### src/rtl/board_input_ctrl.sv
// Board input conditioner: synchronises and debounces the buttons and switches,
// and derives the CPU clock-enable from single-step presses or a free-run divider.
module board_input_ctrl #(
  parameter int N_SW       = 3,
  parameter int DEB_CYCLES = 1000000,
  parameter int CNT_W      = 20,
  parameter int DIV_W      = 20
) (
  input  logic            clk,
  input  logic            rst,
  input  logic            btn_step_raw,
  input  logic            btn_mode_raw,
  input  logic [N_SW-1:0] sw_raw,
  output logic [N_SW-1:0] sw_stable,
  output logic            step_pulse,
  output logic            run_mode,
  output logic            cpu_ce,
  output logic [15:0]     ce_count
);

  // Bit 0 is the step button, bit 1 the mode button, the switches sit above.
  localparam int N_IN = N_SW + 2;
  localparam logic [CNT_W-1:0] CNT_LAST = CNT_W'(DEB_CYCLES - 1);

  logic [N_IN-1:0]  raw;
  logic [N_IN-1:0]  s1;
  logic [N_IN-1:0]  s2;
  logic [N_IN-1:0]  stable;
  logic [N_IN-1:0]  stable_next;
  logic [CNT_W-1:0] cnt      [N_IN];
  logic [CNT_W-1:0] cnt_next [N_IN];
  logic             mode_pulse;
  logic [DIV_W-1:0] divider;

  assign raw       = {sw_raw, btn_mode_raw, btn_step_raw};
  assign sw_stable = stable[N_IN-1:2];

  always_comb begin
    // NOTE: defaults first so every path assigns every bit; otherwise latches are inferred.
    stable_next = stable;
    for (int i = 0; i < N_IN; i++) begin
      cnt_next[i] = '0;
      if (s2[i] != stable[i]) begin
        if (cnt[i] == CNT_LAST) stable_next[i] = s2[i];
        else                    cnt_next[i]    = cnt[i] + 1'b1;
      end
    end
  end

  // NOTE: non-blocking assignments everywhere below, so each register sees the pre-edge values of the others.
  always_ff @(posedge clk) begin
    if (rst) begin
      s1     <= '0;
      s2     <= '0;
      stable <= '0;
      // NOTE: the counters are ordinary flops, not RAM, so clearing them all on reset is cheap and required.
      for (int i = 0; i < N_IN; i++) cnt[i] <= '0;
    end else begin
      s1     <= raw;
      s2     <= s1;
      stable <= stable_next;
      for (int i = 0; i < N_IN; i++) cnt[i] <= cnt_next[i];
    end
  end

  // Pulses line up with the first cycle the debounced level reads 1.
  always_ff @(posedge clk) begin
    if (rst) begin
      step_pulse <= 1'b0;
      mode_pulse <= 1'b0;
    end else begin
      step_pulse <= stable_next[0] & ~stable[0];
      mode_pulse <= stable_next[1] & ~stable[1];
    end
  end

  always_ff @(posedge clk) begin
    if (rst) begin
      run_mode <= 1'b0;
      divider  <= '0;
      cpu_ce   <= 1'b0;
      ce_count <= '0;
    end else begin
      // cpu_ce uses run_mode as it was before any toggle on this edge.
      cpu_ce <= run_mode ? (divider == '1) : step_pulse;
      if (mode_pulse) begin
        run_mode <= ~run_mode;
        divider  <= '0;
      end else if (run_mode) begin
        divider <= divider + 1'b1;
      end
      if (cpu_ce) ce_count <= ce_count + 16'd1;
    end
  end

endmodule

### config.mk
export PLATFORM = sky130hd
export DESIGN_NAME = board_input_ctrl
export DESIGN_NICKNAME = d
export VERILOG_FILES = /design/src/rtl/board_input_ctrl.sv
export SDC_FILE = /design/constraint.sdc
export NUM_CORES = 1
export LEC_CHECK = 0
export CORE_UTILIZATION = 30
export CTS_CLUSTER_SIZE = 14
export DETAILED_ROUTE_END_ITERATION = 6
export GPL_TIMING_DRIVEN = 0
export PLACE_DENSITY_LB_ADDON = 0.2
export SYNTH_ARGS = -nofsm -noshare
export SYNTH_HDL_FRONTEND = slang
export SYNTH_SLANG_ARGS = --single-unit
### constraint.sdc
create_clock -name clk -period 5 [get_ports clk]
set_input_delay 1.25 -clock clk [delete_from_list [all_inputs] [get_ports clk]]
set_output_delay 1.25 -clock clk [all_outputs]
set_load 0.1 [all_outputs]
# Word-level counts from Yosys, hierarchy flattened
# Memory sizes are Yosys's and may differ from the RTL's.
# Index checks and enable logic that the tools add are counted.
# totals
regBits	55
mem_bits_rw	100
out_inout_bits	22
wordCells	68
mem_count	1
# op_classes
n_addsub	7
n_eq_ne	11
muxes	23
n_bitwise	10
reduce_logical	4
# mem_list
memory	words	width	read_ports	rd_ports_with_merged_regs	wr	line_no	rtl
cnt	5	20	5	0	5	30	logic [CNT_W-1:0] cnt [N_IN];
# ops
cell	count
$mux 20	15
$add 20x1->20 const B	6
$eq 20x20->1 const B	6
$add 16x1->16 const B	1
$mux 1	8
$reduce_and 2->1	3
$ne 1x1->1	5
$or 1x1->1	5
$not 1->1	3
$and 1x1->1	2
$reduce_or 2->1	1

# Depth between registers and ports, before layout
# Gate-level depths: netlist of the first run.
# depth
word_depth	4
ltp_mapped	6

# Worst setup path after synthesis of the first run
# OpenSTA, ideal clock, no wires.
# synth_timing
path_kind	register -> register
startpoint	register ce_count[3]
endpoint	register ce_count[15]
arrival_ns	2.484
path_slack_ns	2.445
path_stages_with_launch	5
synth_period_minus_slack_ns	2.555
cell_sequence	dfxtp_1 -> nand4_1 -> or4_1 -> or3_1 -> a21oi_1
# synth_via
elab_chain_cells	1
# synth_rtl
element	line_no	rtl
start, declared	18	output logic [15:0] ce_count
start signal, assigned	92	if (cpu_ce) ce_count <= ce_count + 16'd1;
$add 16x1->16	92	
# Every way passes these cells.
# A chain may end at the register's enable or synchronous reset.

# Final worst setup path of the first run
# layout_timing
startpoint	register ce_count[2]
endpoint	output port ce_count[2]
# No word-level cell between the ends.

==> results of run 1 <==
[area by class of cell]
class | count | area [µm²] | area share [%]
clock buffers | 22 | 474 | 5.93
inverters | 26 | 97.6 | 1.22
plain buffers | 31 | 140 | 1.75
clock inverters | 10 | 114 | 1.42
multi-input cells | 567 | 3430 | 43.0
flip-flops and latches | 155 | 3100 | 38.8
repair buffers | 28 | 280 | 3.51
well taps | 280 | 350 | 4.38
[report_power, final]
group,switching (µW),internal [µW]
logic,20.4,11.5
clock network,506,775
registers,2.80,1240
[state kept, by name, summed over array words and instances (netlist names)]
signal / flops
ce_count: 16
cnt: 100
cpu_ce: 1
divider: 20
mode_pulse: 1
run_mode: 1
s1: 5
s2: 5
stable: 5
step_pulse: 1
[cell usage after synthesis]
cell | instances | share of area [%]
and4_1 | 14 | 1.8
a31o_2 | 1 | 0.13
nand2_1 | 44 | 2.4
nand4bb_1 | 3 | 0.50
o21ai_1 | 3 | 0.22
or2_2 | 4 | 0.37
o21ai_0 | 28 | 2.1
ha_1 | 7 | 1.3
o311ai_0 | 1 | 0.13
nand4_1 | 31 | 2.9
nor4bb_1 | 1 | 0.15
dfxtp_1 | 155 | 46
or3b_2 | 2 | 0.26
xnor2_1 | 52 | 6.7
nor4b_1 | 3 | 0.39
nand2b_1 | 3 | 0.28
nand3_1 | 42 | 3.1
xor2_1 | 36 | 4.7
or4b_2 | 2 | 0.30
or4_1 | 27 | 3.0
or4_4 | 1 | 0.17
nor2_1 | 110 | 6.1
nor2b_1 | 10 | 0.92
nor3b_1 | 2 | 0.22
inv_1 | 26 | 1.4
clkbuf_1 | 20 | 1.1
buf_2 | 7 | 0.52
nor4_1 | 16 | 1.5
or4b_1 | 2 | 0.30
buf_4 | 4 | 0.44
or3_1 | 30 | 2.8
and3_1 | 10 | 0.92
a21oi_1 | 47 | 3.5
mux2i_1 | 2 | 0.30
o21bai_4 | 1 | 0.28
nor3_1 | 10 | 0.74
and2_1 | 4 | 0.37
o31ai_1 | 18 | 2.0
[worst paths after layout]
path,startpoint,end,cells after the start
hold reg to reg,s1[0],s2[0],1
hold / removal,s1[0],s2[0],1
setup / recovery,ce_count[2],ce_count[2],1
setup reg to reg,cnt[0][60],cnt[0][71],6
[kinds of logic after synthesis]
group | synth area share, %
simple gates | 29.4
flops | 45.8
compound gates | 8.29
xor+xnor | 11.4
buf+inv | 3.51
fa+ha+maj | 1.29
mux | 0.296
[layer usage]
layer  routed length (µm)  part of all wire (%)  global-route usage (%)
met5                    0                     0                       0
met1                 7190                    51                    16.4
met3                  639                   4.5                    4.55
met4                  129                  0.92                    3.50
met2                 6090                    43                    20.2
[through the flow]
step | power, µW | utilization, % | hold slack (ns) | cells
after floorplan | 1290 | - | 0.414 | 779
after global placement | 1300 | 33.7 | 0.422 | 1087
after detailed placement | 1300 | 33.7 | 0.433 | 1087
after CTS | 2590 | 36.4 | 0.446 | 1119
after global routing | 2650 | 36.4 | 0.460 | 1119
final | 2560 | 36.4 | 0.438 | 1119
==> impl_metrics.json, run 1 <==
{
  "design_area_um2": 7990,
  "clock_path_buffers": 2,
  "yosys_warnings": 0,
  "htreeDepth": 4,
  "final_common_cell": "dfxtp_1",
  "cap_violations": 0,
  "worst_slew_pin_slew_ns": 1.11,
  "syn_area_per_cell_um2": 8.70,
  "grt_max_degree": 17,
  "fin_ws_ns": 1.66,
  "grt_pass1_wl_um": 24100,
  "status": "finished, violations left",
  "cts.clk_slew.worst_paths_ns": 0.06,
  "period_minus_slack_ns": 3.34,
  "fp.coreArea_um2": 22000,
  "syn2layout_area_growth_pct": 18.0,
  "fmaxAchievable_ghz": 0.299,
  "syn_inst": 779,
  "cp_slowest_stage_delay_ns": 1.24,
  "ioPinCount": 29,
  "syn_area_um2": 6770,
  "firstDrtPassIters": 6,
  "die_w_um": 152,
  "cts_resized": 0,
  "synth_cell_types": 38,
  "clk_latency_ns": 0.42,
  "synth-seq-area-share_pct": 45.8,
  "wirelength_um": 14000,
  "die-area_um2": 23200,
  "syn-num-nets": 793,
  "cp_num_buf_inv": 1,
  "ant_nets": 0,
  "ir_drop_mv": 0.163,
  "ys_ff_latch": 155,
  "wire_per_inst_um": 12.6,
  "worstPathRequired_ns": 3.75,
  "antenna_found_initial": 0,
  "setup_tns_ns": 0,
  "p_leak_uw": 0.00238,
  "antennaDiodeCount": 0,
  "timing_worst_setup_path_type": "flip-flop to output pin",
  "first_global_vias": 5059,
  "gp_congestion": 0.745,
  "crit_path_top_delay_cell": "clkdlybuf4s50_1",
  "setup_viol": 0,
  "cts_tree": "built",
  "rsz0062_at_grt": "false",
  "cts_buffers": 17,
  "cts_root_buffer": "clkbuf_16",
  "cp_cell_sequence": "clkdlybuf4s50_1",
  "crit_path_max_fanout": 6,
  "finalCritPeriodShare_pct": 66.8,
  "violations": "DRC",
  "grt.overflow.total": 0,
  "grt.total_usage_pct": 12.8,
  "die_y_um": 152,
  "cts_setup_buffers": 0,
  "layout.nets": 840,
  "hold_violations": 0,
  "clock_sink_count": 155,
  "ff2ff_setup_slack_ns": 2.72,
  "final_cell_mix": "dfxtp_1, nor2_1, xnor2_1",
  "slew_headroom_pct": 26.0,
  "fillCellCount": 2241,
  "drt_iter0_drc": 187,
  "p_per_area_nw_per_um2": 320,
  "skew_ns": 0.0117,
  "worstSetupEndpointType": "output pin",
  "crit_path_start_kind": "flip-flop",
  "critical_path.top_delay_family": "buffers and inverters",
  "start_util_pct": 30.8,
  "hold_class": "flip-flop to flip-flop",
  "row_count": 54,
  "drcViolationCount": 2,
  "cts_hold_buf": 0,
  "via_per_inst": 4.80,
  "layout-drive-gt1-share_pct": 6.20,
  "port_buffers": 28,
  "vias": 5373,
  "slew_viol_final": 0,
  "pre_cts_ws_ns": 1.62,
  "arrival_ns": 2.09,
  "place_area_um2": 7400,
  "dp_hpwl_um": 9800
}
Note: power is estimated with default switching activity, not from simulation.
==> run 2, diff against run 1 <==
==> constraint.sdc (replaced) <==
create_clock -name clk -period 3.4 [get_ports clk]
set_input_delay 0.85 -clock clk [delete_from_list [all_inputs] [get_ports clk]]
set_output_delay 0.85 -clock clk [all_outputs]
set_load 0.1 [all_outputs]
==> results of run 2 <==
The final DEF is identical to that of run 1. Status: finished, violations left: DRC.
Among the figures that moved: setup slack after placement 1.62 ns -> 0.425 ns; setup slack after layout 1.66 ns -> 0.461 ns; register-to-register setup slack 2.72 ns -> 1.12 ns; total power 2560 µW -> 3760 µW; worst IR drop on VDD 0.163 mV -> 0.240 mV
